### src/rtl/multicycle_sequencer.sv
// Multicycle control sequencer: walks the decode datapath through fetch/decode/execute/
// memory/writeback, turns control-unit levels into single-cycle strobes, guards memory waits.
module multicycle_sequencer #(
  parameter int unsigned MEM_TIMEOUT = 15,
  parameter int unsigned CNT_W       = 32
) (
  input  logic             clk,
  input  logic             rst,
  input  logic             RegWrite,
  input  logic             MemRead,
  input  logic             MemWrite,
  input  logic             branch,
  input  logic             branch_taken,
  input  logic             halt_req,
  input  logic             imem_ack,
  input  logic             dmem_ack,
  output logic             imem_req,
  output logic             dmem_req,
  output logic             dmem_we,
  output logic             ir_en,
  output logic             rf_we,
  output logic             pc_en,
  output logic             pc_sel,
  output logic [2:0]       state,
  output logic             error,
  output logic [CNT_W-1:0] instr_count
);

  localparam int unsigned TMO_W = (MEM_TIMEOUT > 2) ? $clog2(MEM_TIMEOUT) : 1;

  typedef enum logic [2:0] {
    S_FETCH     = 3'd0,
    S_DECODE    = 3'd1,
    S_EXECUTE   = 3'd2,
    S_MEMORY    = 3'd3,
    S_WRITEBACK = 3'd4,
    S_HALT      = 3'd5,
    S_ERROR     = 3'd6
  } state_e;

  state_e             state_q, state_d;
  logic [TMO_W-1:0]   tmo_q, tmo_d;
  logic [CNT_W-1:0]   cnt_q, cnt_d;
  logic               retire_c;
  logic               wait_c;
  logic               expired_c;
  logic               ir_en_c;
  logic               pc_sel_c;

  // State, timeout counter and retire counter
  always_ff @(posedge clk or posedge rst) begin
    if (rst) begin
      state_q <= S_FETCH;
      tmo_q   <= '0;
      cnt_q   <= '0;
    end else begin
      state_q <= state_d;
      tmo_q   <= tmo_d;
      cnt_q   <= cnt_d;
    end
  end

  // Next-state, Mealy strobes and counter updates
  always_comb begin
    state_d   = state_q;
    retire_c  = 1'b0;
    wait_c    = 1'b0;
    ir_en_c   = 1'b0;
    pc_sel_c  = 1'b0;
    expired_c = (tmo_q == TMO_W'(MEM_TIMEOUT - 1));

    case (state_q)
      S_FETCH: begin
        if (imem_ack) begin
          ir_en_c = 1'b1;
          state_d = S_DECODE;
        end else if (expired_c) begin
          state_d = S_ERROR;
        end else begin
          wait_c = 1'b1;
        end
      end
      S_DECODE: state_d = S_EXECUTE;
      S_EXECUTE: begin
        if (MemRead && MemWrite) begin
          state_d = S_ERROR;
        end else if (MemRead || MemWrite) begin
          state_d = S_MEMORY;
        end else if (RegWrite) begin
          state_d = S_WRITEBACK;
        end else begin
          retire_c = 1'b1;
          pc_sel_c = branch & branch_taken;
        end
      end
      S_MEMORY: begin
        if (dmem_ack) begin
          if (RegWrite) state_d = S_WRITEBACK;
          else          retire_c = 1'b1;
        end else if (expired_c) begin
          state_d = S_ERROR;
        end else begin
          wait_c = 1'b1;
        end
      end
      S_WRITEBACK: retire_c = 1'b1;
      S_HALT: begin
        if (!halt_req) state_d = S_FETCH;
      end
      S_ERROR: state_d = S_ERROR;
      default: state_d = S_ERROR;
    endcase

    // halt_req only matters at an instruction boundary
    if (retire_c) state_d = halt_req ? S_HALT : S_FETCH;

    // wait_c implies staying in the same state, so any transition clears the counter
    tmo_d = wait_c ? tmo_q + TMO_W'(1) : '0;
    cnt_d = retire_c ? cnt_q + CNT_W'(1) : cnt_q;
  end

  // Outputs are forced low for as long as reset is held
  assign imem_req    = !rst && (state_q == S_FETCH);
  assign dmem_req    = !rst && (state_q == S_MEMORY);
  assign dmem_we     = !rst && (state_q == S_MEMORY) && MemWrite;
  assign rf_we       = !rst && (state_q == S_WRITEBACK);
  assign error       = !rst && (state_q == S_ERROR);
  assign ir_en       = !rst && ir_en_c;
  assign pc_en       = !rst && retire_c;
  assign pc_sel      = !rst && retire_c && pc_sel_c;
  assign state       = state_q;
  assign instr_count = cnt_q;

endmodule
### config.mk
export PLATFORM = sky130hd
export DESIGN_NAME = multicycle_sequencer
export DESIGN_NICKNAME = d
export VERILOG_FILES = /design/src/rtl/multicycle_sequencer.sv
export SDC_FILE = /design/constraint.sdc
export NUM_CORES = 1
export LEC_CHECK = 0
export CAP_MARGIN = 20
export CELL_PAD_IN_SITES_DETAIL_PLACEMENT = 1
export CELL_PAD_IN_SITES_GLOBAL_PLACEMENT = 1
export CORE_MARGIN = 2
export CORE_UTILIZATION = 37
export DETAILED_ROUTE_END_ITERATION = 6
export PLACE_DENSITY_LB_ADDON = 0.08
export SLEW_MARGIN = 15
export SYNTH_ARGS = -nofsm -noshare
export SYNTH_HDL_FRONTEND = slang
export SYNTH_SLANG_ARGS = --single-unit
export TNS_END_PERCENT = 5
### constraint.sdc
create_clock -name clk -period 2.4 [get_ports clk]
set_clock_uncertainty 0.05 [all_clocks]
set_input_delay 0.48 -clock clk [delete_from_list [all_inputs] [get_ports clk]]
set_output_delay 0.48 -clock clk [all_outputs]
set_load 0.005 [all_outputs]
==> impl_metrics.py <==
metrics = {
    "clock_network": {
        "ctsHtreeMaxLevel": 2,
        "root_buffer": "clkbuf_8",
        "clock_latency_ns": 0.29,
        "cts_sinks": 39,
        "cts_buffers": 5,
        "clk_pin_slew_worst_paths_ns": 0.08,
        "cts_tree": "yes",
        "clk_path_buf_depth": 2,
    },
    "die": {
        "num_io_pins": 53,
        "dieWidth_um": 78.1,
        "die-area_mm2": 0.00610,
        "initial_core_util_pct": 39.0,
        "die_h_um": 78.1,
        "core.rowCount": 26,
        "core-area_mm2": 0.00520,
    },
    "sta": {
        "worst_pin_slew_ns": 0.328,
        "post-route-min-period_ns": 2.34,
        "finalSetupViolCount": 0,
        "max_freq_mhz": 427,
        "whs_ns": 0.404,
        "hold_violations": 0,
        "timing.final.crit_share_pct": 97.5,
        "slew_viol_final": 0,
        "slew_headroom_pct": 78.0,
        "layout_setup_ws_ns": 0.0593,
        "rsz0062_at_grt": "yes",
    },
    "final_layout": {
        "antenna_cells": 0,
        "fin_area_mm2": 0.00290,
        "finalNonFillerCells": 344,
        "syn_to_final_growth_pct": 42.9,
        "drive_gt1_share_pct": 16.4,
        "nNetsFinal": 286,
        "final_cell_mix": "46 x clkdlybuf4s50_1, 36 x dfrtp_1, 26 x xnor2_1",
        "layout_commonest_cell": "clkdlybuf4s50_1",
    },
    "synth": {
        "yosys_warnings": 0,
        "avgSynthCellArea_um2": 10.4,
        "syn_inst": 195,
        "yosysSeqAreaShare_pct": 48.0,
        "synthTopCellsByArea": "dfrtp_1 48%, xnor2_1 11%, nand3_1 5.7%",
        "yosysTopAreaCell": "dfrtp_1",
        "netlist.area_leader.share_pct": 48.0,
        "synth.distinct_cells": 37,
        "syn-num-nets": 208,
        "mappedNetlistArea_mm2": 0.00203,
        "ys_seq_elements": 39,
    },
    "place": {
        "post-place-ws_ns": -0.323,
        "dpl.hpwl_mm": 4.13,
        "port_buffers": 52,
        "gp_congestion": 0.814,
        "placed_cell_area_mm2": 0.00277,
        "dp_cells": 333,
    },
    "setup_path": {
        "critical_path_class": "flop to output port",
        "r2r_slack_ns": 0.40,
        "cp.required_ns": 1.87,
        "arrival_ns": 1.81,
        "r2r-end": "instr_count[24]",
        "cp-end-kind": "output port",
        "r2r_start": "state[2]",
        "worst_setup_path_start_kind": "flop",
        "critPathMaxFanout": 14,
        "cp-startpoint": "state[2]",
        "reg2reg_depth": 8,
    },
    "drt": {
        "drcViolationCount": 0,
        "vias": 1781,
        "drtPass1Iterations": 4,
        "drt_iter0_drc": 69,
        "viasPerCell": 5.18,
        "wl_per_cell_um": 16.0,
        "drt-total-wl_mm": 5.50,
        "drtAntennaViolNets": 0,
    },
    "power_and_ir_drop": {
        "finalPower_mw": 2.19,
        "vdd_ir_drop_max_mv": 0.402,
        "cellLeakagePower_nw": 1.26,
        "power_density_mw_per_mm2": 754,
    },
    "global_routing": {
        "overflow": 0,
        "grt_start_max_net_pins": 25,
        "grtUsageTotal_pct": 19.1,
        "antenna_found_initial": 0,
        "grt_pass1_vias": 1868,
        "grt_first_pass_wirelength_mm": 9.33,
    },
    "status": {
        "outcome": "completed",
    },
    "worst_hold_path": {
        "hold_class": "input port to async pin",
    },
    "job": {
        "maxCapViolations": 0,
    },
}
==> synth_stat cells <==
cell type,n
clkbuf_1,3
mux2_2,1
nand3_1,23
nor2b_1,1
ha_1,3
o21ai_0,8
a21oi_1,2
and3_1,12
nor4_4,1
nor2_1,11
nor4_1,1
or3_1,1
a221oi_1,2
and2_1,5
nand2_1,14
a22oi_4,1
nand2b_1,1
nor4_2,1
xor2_1,7
o22ai_1,1
a21oi_4,1
a211oi_4,1
and2b_1,1
a21o_1,1
inv_1,4
a31o_2,1
buf_2,1
nor3_1,3
a211o_1,2
dfrtp_1,39
nand4_1,6
o22a_1,1
xnor2_1,26
a211oi_1,2
and4bb_2,1
buf_4,1
and4_1,5
==> repair_timing <==
| action | 4_1_cts | 5_1_grt |
|---|---|---|
| pin swaps | 3 | 0 |
| setup endpoints to repair | 5 | 5 |
| hold buffers | 0 | 0 |
| gates resized for setup | 9 | 4 |
| setup buffers | 2 | 1 |
==> how the worst max path moves through the flow <==
| stage | end | slack, ns |
|---|---|---|
| after floorplan | error | 0.26 |
| after global placement | pc_en | -0.27 |
| after detailed placement | pc_en | -0.32 |
| after CTS | ir_en | -0.04 |
| after global routing | ir_en | -0.04 |
| final | ir_en | 0.06 |
==> power breakdown <==
part	internal, mW	switching [mW]
combinational	0.477	0.431
sequential	0.745	0.103
clock	0.203	0.230
total	1.43	0.765
==> layer usage <==
layer	wire length, um	vias up	track usage [%]	share of wire (%)
met4	50	0	4.74	0.91
met3	131	6	2.99	2.4
met2	2820	27	32.8	51
met5	0	-	0	0
met1	2500	902	25.2	45
li1	-	846	-	-
==> critical path, stage by stage, from the launching register on <==
cell             delay [ns]
dfrtp_2                0.45
buf_4                  0.20
nor4_4                 0.23
and2_1                 0.15
clkdlybuf4s50_1        0.49
==> logic make-up (layout without fill, tap and decap cells) <==
group	after synthesis	count (layout)	share of synthesized area, %
simple gates	87	87	24.1
flops	39	39	48.0
xor+xnor	33	33	14.2
compound gates	23	23	9.30
buf+inv	9	88	1.91
fa+ha+maj	3	3	1.85
mux	1	1	0.554
==> registers in the layout, indices dropped and copies added, names as in the netlist <==
| register | count |
|---|---|
| instr_count | 32 |
| tmo_q | 4 |
| state | 3 |
==> per-stage QoR <==
| step | utilization (%) | TNS [ns] |
|---|---|---|
| detailed placement | 53.3 | -0.788 |
| global route | 55.8 | -0.0415 |
| global placement | 53.3 | -0.489 |
| CTS | 55.4 | -0.0453 |
| finish | 55.8 | 0 |
| floorplan | - | 0 |
==> layout make-up <==
class	count	area, um2
Multi-Input combinational cell	147	1040
Clock buffer	6	72.6
Fill cell	595	2300
Clock inverter	2	12.5
Tap cell	70	87.6
Inverter	4	15.0
Sequential cell	39	980
Timing Repair Buffer	76	697
(Power assumes the default switching activity.)
